===== src/rtl/cacheline_adaptor.sv =====
// -----------------------------------------------------------------------------
// cacheline_adaptor
//
// Bridges a cache that moves whole 256-bit lines to a memory port that moves
// 64-bit beats. A fill (read_i) becomes a 4-beat read burst that is assembled
// into line_o. A writeback (write_i) becomes a 4-beat write burst sliced out
// of line_i. Beat k always carries line[64k+63:64k].
//
// Handshake: read_o / write_o stay high for the whole burst. Each cycle in
// which resp_i is 1 completes exactly one beat: the beat is captured from
// burst_i on a read, or burst_o is consumed on a write. Cycles with resp_i=0
// are gaps and change nothing. resp_o pulses once per finished request.
//
// Optional build macro: CACHELINE_ADAPTOR_FWD_EN
//   When defined, a read finishes in the cycle of its 4th beat: resp_o is
//   raised combinationally and line_o forwards burst_i into its top 64 bits
//   in that cycle, and the FSM returns straight to IDLE (no DONE cycle).
//   Writes are timed the same in both builds.
//
// Ports
//   clk        in   1    sole clock, rising edge
//   reset_n    in   1    synchronous, active-low reset
//   line_i     in   256  writeback line from the cache
//   line_o     out  256  assembled fill line to the cache
//   address_i  in   32   cache line address
//   read_i     in   1    cache fill request
//   write_i    in   1    cache writeback request (wins over read_i)
//   resp_o     out  1    one-cycle completion pulse to the cache
//   burst_i    in   64   read beat from memory
//   burst_o    out  64   write beat to memory
//   address_o  out  32   line-aligned burst address to memory
//   read_o     out  1    read burst request to memory
//   write_o    out  1    write burst request to memory
//   resp_i     in   1    memory beat accept / valid strobe
// -----------------------------------------------------------------------------
module cacheline_adaptor (
  input  logic         clk,
  input  logic         reset_n,
  input  logic [255:0] line_i,
  output logic [255:0] line_o,
  input  logic [31:0]  address_i,
  input  logic         read_i,
  input  logic         write_i,
  output logic         resp_o,
  input  logic [63:0]  burst_i,
  output logic [63:0]  burst_o,
  output logic [31:0]  address_o,
  output logic         read_o,
  output logic         write_o,
  input  logic         resp_i
);

  typedef enum logic [1:0] {
    IDLE  = 2'd0,
    READ  = 2'd1,
    WRITE = 2'd2,
    DONE  = 2'd3
  } state_t;

  state_t       state;
  logic [1:0]   beat_cnt;
  logic [1:0]   next_cnt;
  // Holds the latched writeback line during WRITE and the partially
  // assembled fill line during READ; only one burst is ever in flight.
  logic [255:0] buf_q;
  // Last completed fill line; only updated when a read finishes so the
  // cache sees a stable line between fills.
  logic [255:0] line_q;
  logic         resp_q;
  logic         last_beat;

  assign next_cnt  = beat_cnt + 2'd1;
  assign last_beat = resp_i && (beat_cnt == 2'd3);

  always_ff @(posedge clk) begin
    if (!reset_n) begin
      state     <= IDLE;
      beat_cnt  <= 2'd0;
      read_o    <= 1'b0;
      write_o   <= 1'b0;
      resp_q    <= 1'b0;
      address_o <= 32'd0;
      burst_o   <= 64'd0;
      line_q    <= 256'd0;
      buf_q     <= 256'd0;
    end else begin
      resp_q <= 1'b0;
      case (state)
        IDLE: begin
          beat_cnt <= 2'd0;
          if (write_i) begin
            buf_q     <= line_i;
            // Masking keeps the burst line-aligned.
            address_o <= address_i & 32'hFFFF_FFE0;
            burst_o   <= line_i[63:0];
            write_o   <= 1'b1;
            state     <= WRITE;
          end else if (read_i) begin
            address_o <= address_i & 32'hFFFF_FFE0;
            read_o    <= 1'b1;
            state     <= READ;
          end
        end

        READ: begin
          if (resp_i) begin
            buf_q[{beat_cnt, 6'b0} +: 64] <= burst_i;
            beat_cnt <= next_cnt;
            if (last_beat) begin
              read_o <= 1'b0;
              line_q <= {burst_i, buf_q[191:0]};
`ifdef CACHELINE_ADAPTOR_FWD_EN
              // Completion was already signalled combinationally this cycle.
              state  <= IDLE;
`else
              resp_q <= 1'b1;
              state  <= DONE;
`endif
            end
          end
        end

        WRITE: begin
          if (resp_i) begin
            beat_cnt <= next_cnt;
            if (last_beat) begin
              write_o <= 1'b0;
              resp_q  <= 1'b1;
              state   <= DONE;
            end else begin
              // Present the next slice as soon as the current one is taken.
              burst_o <= buf_q[{next_cnt, 6'b0} +: 64];
            end
          end
        end

        DONE: begin
          state <= IDLE;
        end

        default: begin
          state <= IDLE;
        end
      endcase
    end
  end

`ifdef CACHELINE_ADAPTOR_FWD_EN
  logic fwd_hit;
  assign fwd_hit = (state == READ) && last_beat;
  assign resp_o  = resp_q | fwd_hit;
  assign line_o  = fwd_hit ? {burst_i, buf_q[191:0]} : line_q;
`else
  assign resp_o  = resp_q;
  assign line_o  = line_q;
`endif

endmodule


===== config.mk =====
export PLATFORM = sky130hd
export DESIGN_NAME = cacheline_adaptor
export DESIGN_NICKNAME = d
export VERILOG_FILES = /design/src/rtl/cacheline_adaptor.sv
export SDC_FILE = /design/constraint.sdc
export NUM_CORES = 1
export LEC_CHECK = 0
export ABC_AREA = 0
export CORE_AREA = 2 2 277 279
export CTS_CLUSTER_SIZE = 16
export DETAILED_ROUTE_END_ITERATION = 8
export DIE_AREA = 0 0 279 281
export PLACE_DENSITY_LB_ADDON = 0.2
export SETUP_SLACK_MARGIN = 0.02
export SLEW_MARGIN = 20
export SYNTH_ARGS = -nofsm -noshare
export SYNTH_HDL_FRONTEND = slang
export SYNTH_SLANG_ARGS = --single-unit

===== constraint.sdc =====
create_clock -name clk -period 3 [get_ports clk]
set_input_delay 0.3 -clock clk [delete_from_list [all_inputs] [get_ports clk]]
set_output_delay 0.3 -clock clk [all_outputs]
set_load 0.01 [all_outputs]

Word level (Yosys, flattened, before mapping)

Cells that the tools add are included.

Flip-flop bits (word level): 615
Latch bits: 0
RAM bits: 0
Memory bits (read-only): 0
Input port bits: 357
Output and inout port bits: 355
Logic and storage cells: 70
Memories kept: 0

Add/sub/neg operators: 2
Multiply operators: 0
Divide/modulo/power cells: 0
Magnitude comparators: 0
Equal/unequal tests: 15
Shifts and indexed selects: 3
Mux-type cells: 25
Bitwise operators: 0
Reductions and logical operators: 16

Operators by type and width:

| cell                        | number |
|---|---|
| $mux W256                   | 2 |
| $pmux W256 S2               | 1 |
| $bwmux W256                 | 1 |
| $shift A64 B10 Y256 const A | 1 |
| $shiftx A256 B9 Y64         | 1 |
| $shiftx A64 B10 Y256        | 1 |
| $mux W64                    | 3 |
| $pmux W64 S2                | 1 |
| $mux W32                    | 2 |
| $ne A2 B2 Y1 const B        | 8 |
| $reduce_and A3 Y1           | 4 |
| $mux W2                     | 5 |
| $neg A8 Y10                 | 1 |
| $reduce_and A4 Y1           | 2 |
| $reduce_bool A2 Y1          | 4 |
| $eq A2 B2 Y1 const B        | 3 |
| $mux W1                     | 6 |
| $pmux W2 S3                 | 1 |
| $reduce_and A5 Y1           | 1 |
| $ne A2 B1 Y1 const B        | 2 |
| $pmux W1 S2                 | 2 |
| $pmux W2 S2                 | 1 |
| $reduce_and A2 Y1           | 2 |
| $ne A3 B3 Y1 const B        | 1 |
| 5 further kinds             | 5 |

Longest topological paths before layout

Word-level depth: 5
Mapped depth: 11
Depth with buffers taken out: 6

Worst setup path before layout

Ideal clock, no wire load.

Path type: register to register
Start: register beat_cnt[0]
End: register buf_q[14]
Library setup time: 0.074 ns
Data arrival time: 2.379 ns
Data required time: 2.926 ns
Slack: 0.547 ns
Stages on the path, launching flop included: 11
Path buffers: 4
Clock period less this slack: 2.453 ns
Cell sequence: dfxtp_1 -> buf_2 -> buf_2 -> buf_2 -> inv_1 -> ha_1 -> nand4b_1 -> nor2_2 -> clkbuf_1 -> nand2_1 -> a31oi_1

Word-level cells in the longest chain between the ends: 5
Elaborated cells between the ends (all ways): 6
Those cells by class: add/sub (1); shift (2); mux (3)

RTL lines:

| what                                                               | RTL line | text |
|---|---|---|
| start: declaration                                                 | 61       | `logic [1:0] beat_cnt;` |
| start signal: assignment                                           | 108      | `beat_cnt <= next_cnt;` |
| start signal: assignment                                           | 125      | `beat_cnt <= next_cnt;` |
| $neg A8 Y10 (*)                                                    | 107      | `buf_q[{beat_cnt, 6'b0} +: 64] <= burst_i;` |
| $shiftx A64 B10 Y256 / $shift A64 B10 Y256 (equally long branches) | 107      |  |
| $bwmux W256 (*)                                                    | 107      |  |
| $mux W256 (*)                                                      | 106      | `if (resp_i) begin` |
| $pmux W256 S2 (*)                                                  | 88       | `case (state)` |
| end signal: assignment                                             | 92       | `buf_q <= line_i;` |
| end signal: indexed assignment                                     | 107      |  |
| end: declaration                                                   | 65       | `logic [255:0] buf_q;` |

Every way passes the cells marked *; elsewhere a longest branch is shown, timed or not. The select of a mux whose other input is x is not followed.
A chain may end at the register's enable or synchronous reset.

Final worst setup path

Start: register state[0]
End: register buf_q[84]

Word-level cells in the longest chain between the ends: 3
Elaborated cells between the ends (all ways): 7
Those cells by class: eq/ne (3); mux (1); reduce/logical (3)

RTL lines:

| what                                                                       | RTL line | text |
|---|---|---|
| start: declaration                                                         | 60       | `state_t state;` |
| start signal: assignment                                                   | 77       | `state <= IDLE;` |
| start signal: assignment                                                   | 97       | `state <= WRITE;` |
| start signal: assignment                                                   | 101      | `state <= READ;` |
| $eq A2 B1 Y1 / $logic_not A2 Y1 (equally long branches)                    | 88       |  |
| $ne A2 B2 Y1 (no source line) / $reduce_bool A2 Y1 (equally long branches) | --       |  |
| $reduce_and A3 Y1 (no source line)                                         | --       |  |

Parallel ways exist; a longest one is shown, timed or not.

==> results.txt <==
- The critical path goes through inv_1 -> ha_1 -> mux2i_1 -> a21oi_4 -> buf_4 -> o21ai_0 -> a31oi_1.
* Worst relative slew slack: 39.7%
- During placement, the flow inserted port buffers numbering 701.
- Worst EP arrival: 3.06 ns
- Setup repair after global routing left no endpoint under its margin.
- Of the cells placed in the final design, the portion with a size suffix greater than 1 is 5.05%.
* Cell chosen for the clock root: clkbuf_16
- Dividing the detail-routed wire length by the instance count gives 21.7 µm.
- Multi-input logic area: 11,900 µm²
- Sw Share: 36.2%
* Count of synthesis-stage warnings from yosys: 0
- Clock tree synthesis inserted a total of 73 buffers.
- The max-slew violation total from the final report was 0.
- The final critical path takes up 86.5% of the cycle.
- Post-Layout Cell Count: 4,893
- Clock transition at the registers of the reported paths: 0.06 ns
- Sequential area share after synthesis: 48.3%
- Synthesized area: 25,300 µm²
* Placed cells: 4,742
* I/O pin count: 712
- Critical Path Slowest Stage Cell: mux2i_1
- VDD sags by at most 565 µV.
* Clock period minus worst slack: 2.60 ns
- The final layout contains 4,205 nets.
* Vias after detailed routing: 25,400
- Filler Cells Inserted: 7,450
* Synth cell types: 37
- STA classifies the critical path endpoint as a flop.
- Number of detailed-route iterations in the first pass: 6
- Max cap viols: 0
- Instance count of the mapped netlist: 3,298
- Number of antenna violations at the first check in global routing: 22
- Number of synthesized register bits: 610
- Entering global routing, the biggest net connects 125 pins.
- Clock Power Share: 30.6%
* Commonest cells after routing, fill and taps aside: nand2_1 (1,089), clkdlybuf4s50_1 (700), dfxtp_1 (609), o21ai_0 (311), a21oi_1 (286)
- For this run, design rule violations remaining after detail routing come to 0.
- Dividing total power by cell area gives a power density of 837 nW/µm².
- Post-detailed-routing wire length: 106,000 µm
- In the global route stage, overall resource usage came out at 25.9%.
- In this design, the largest share of critical-path delay is due to multiplexers.
- Setup slack on the worst reg-to-reg path comes out at 0.40 ns.
- For this run, the leading register cell type out of synthesis is dfxtp_1.
* Number of buffers inserted by post-CTS setup repair: 0
* Design internal power: 0.0190 W
* Hold buffer count at CTS: 0
* Vertical die dimension: 281 µm
- Summed over its instances, the top area cell type makes up 48.3% of the synthesized netlist area.
- Part of the total power dissipated in combinational logic: 31.2%
* Commonest non-fill, non-tap cell in the layout: nand2_1
* Via/cell ratio: 5.19
* Startpoint-to-endpoint class of the critical path: flop to flop
- Max Freq: 0.385 GHz
- Total count of hold-check failures in the final report: 0
- For this design, the sink count on the clock tree is 610.
- Least-Margin Pin Slew: 0.879 ns
* Placement row count: 101
- Detailed placement ended at an HPWL of 66,500 µm.
- Layout-stage area growth over the synthesis result: 41.3%
- Type of element launching the critical path: flop
* Global-route wire length before repair: 155,000 µm
- Setup Viol. Count Final: 0
- Together, buffers and inverters on the worst path number 2.
* Most area-hungry cell type in the Yosys netlist: dfxtp_1
* Status: finished, final reports clean
- In this run the standard cell core region covers 75,400 µm².
- In the post-synthesis netlist, the biggest area contributors are dfxtp_1 (48%), nand2_1 (16%), a31oi_1 (6.4%).
- TritonCTS built the clock tree.
- Static leakage power: 12.4 nW
- The initial utilization of the core area, before any placement, comes to 33.5%.
- Setup TNS: 0 ns
- Post-synth EDFFs: 0
- The sequential cells in the finished layout cover a total of 12,200 µm².
- In this run, post-CTS repair resized a total of 0 instances.
- For the worst setup path, the data required time is 3.47 ns.
- Maximum fanout encountered on the critical timing path: 44
- Detail Route Antenna Nets: 0
* Net Switching: 0.0108 W
* Die area: 78,400 µm²
- Insertion delay of the later-clocked pin in the worst-skew pair: 0.63 ns
* Syn avg cell area: 7.66 µm²
* Worst min-delay path category: input pin to flop
- Buffer levels on the longest clock path: 3
- On the worst path, the slowest cell contributes a delay of 0.80 ns.
- Die Width: 279 µm
- The share of total power dissipated in sequential elements is 38.3%.
* Max H-tree Level: 3
- Counting flops with an async set or reset pin after synthesis yields a share of 0%.
- Overflow left after global routing: 0
- Worst slack on hold paths: 0.216 ns
* Last weighted congestion value of the routability-driven placer: 0.841
- After the first detailed-routing iteration, the DRC count stood at 1,886.
* Number of global-route vias before repair: 24,000
- On the final layout, the worst clock skew is 0.0227 ns.
## registers in the layout, summed over array words and instances (netlist names)
| register | count |
|---|---|
| state | 2 |
| write_o | 1 |
| burst_o | 64 |
| address_o | 27 |
| resp_o | 1 |
| read_o | 1 |
| buf_q | 256 |
| line_o | 256 |
| beat_cnt | 2 |
## cell families after synthesis
kind of cell / count (synthesis) / synth area share, %
compound gates: 941 / 20.4
simple gates: 1301 / 20.5
other cells: 1 / 0.0148
buf+inv: 304 / 5.15
fa+ha+maj: 9 / 0.446
mux: 132 / 5.23
flops: 610 / 48.3
## final cells by class
type / count / share of cell area (%)
inverters: 8 / 0.126
well taps: 978 / 3.43
multi-input cells: 2388 / 33.3
clock inverters: 26 / 0.869
flip-flops and latches: 610 / 34.2
repair buffers: 758 / 21.9
clock buffers: 108 / 6.08
diodes: 17 / 0.119
## metal layers
| metal | global-route usage [%] | part of all wire, % | vias up |
|---|---|---|---|
| li1 | - | - | 12300 |
| met1 | 32.8 | 42 | 12000 |
| met2 | 42.0 | 47 | 906 |
| met3 | 5.79 | 7.3 | 202 |
| met4 | 11.8 | 3.7 | 8 |
| met5 | 0 | 0.046 | - |
## stage by stage
stage | util (%) | area, µm² | total power (W) | setup WS [ns]
6_report | 47.3 | 35700 | 0.0299 | 0.404
5_1_grt | 47.3 | 35700 | 0.0314 | 0.216
4_1_cts | 47.3 | 35600 | 0.0301 | 0.429
3_5_place_dp | 44.0 | 33200 | 0.0208 | 0.424
3_3_place_gp | 44.0 | 33200 | 0.0208 | 0.457
2_1_floorplan | - | 25300 | 0.0166 | 0.547
## path summary, 6_finish.rpt
kind                 startpoint            end  cells after the start
setup reg to reg       state[0]      buf_q[84]                      7
hold reg to reg      line_o[76]     line_o[76]                      2
hold / removal    address_i[17]  address_o[17]                      3
setup / recovery       state[0]      buf_q[84]                      7
## Yosys cell counts (all sizes together) (2+ instances only)
| master | count |
|---|---|
| ha | 9 |
| nor3 | 64 |
| mux2i | 132 |
| nor2 | 74 |
| o22ai | 64 |
| a211oi | 3 |
| a21oi | 290 |
| o21ai | 322 |
| clkbuf | 206 |
| nand2b | 2 |
| buf | 90 |
| inv | 8 |
| dfxtp | 610 |
| nand3 | 3 |
| nor2b | 63 |
| a31oi | 257 |
| nand2 | 1090 |
## tightest hold or removal path, cell delays in order
cell             delay (ns)
clkdlybuf4s50_1        0.39
nand2_1                0.05
a21oi_1                0.05
## power groups by stage
stage	Combinational [W]	Sequential [W]	Clock, W
5_1_grt	0.0101	0.0117	0.00964
3_3_place_gp	0.00922	0.0116	0
2_1_floorplan	0.00522	0.0113	0
4_1_cts	0.00933	0.0114	0.00931
3_5_place_dp	0.00929	0.0116	0
6_report	0.00931	0.0114	0.00913
(Power assumes the default switching activity.)
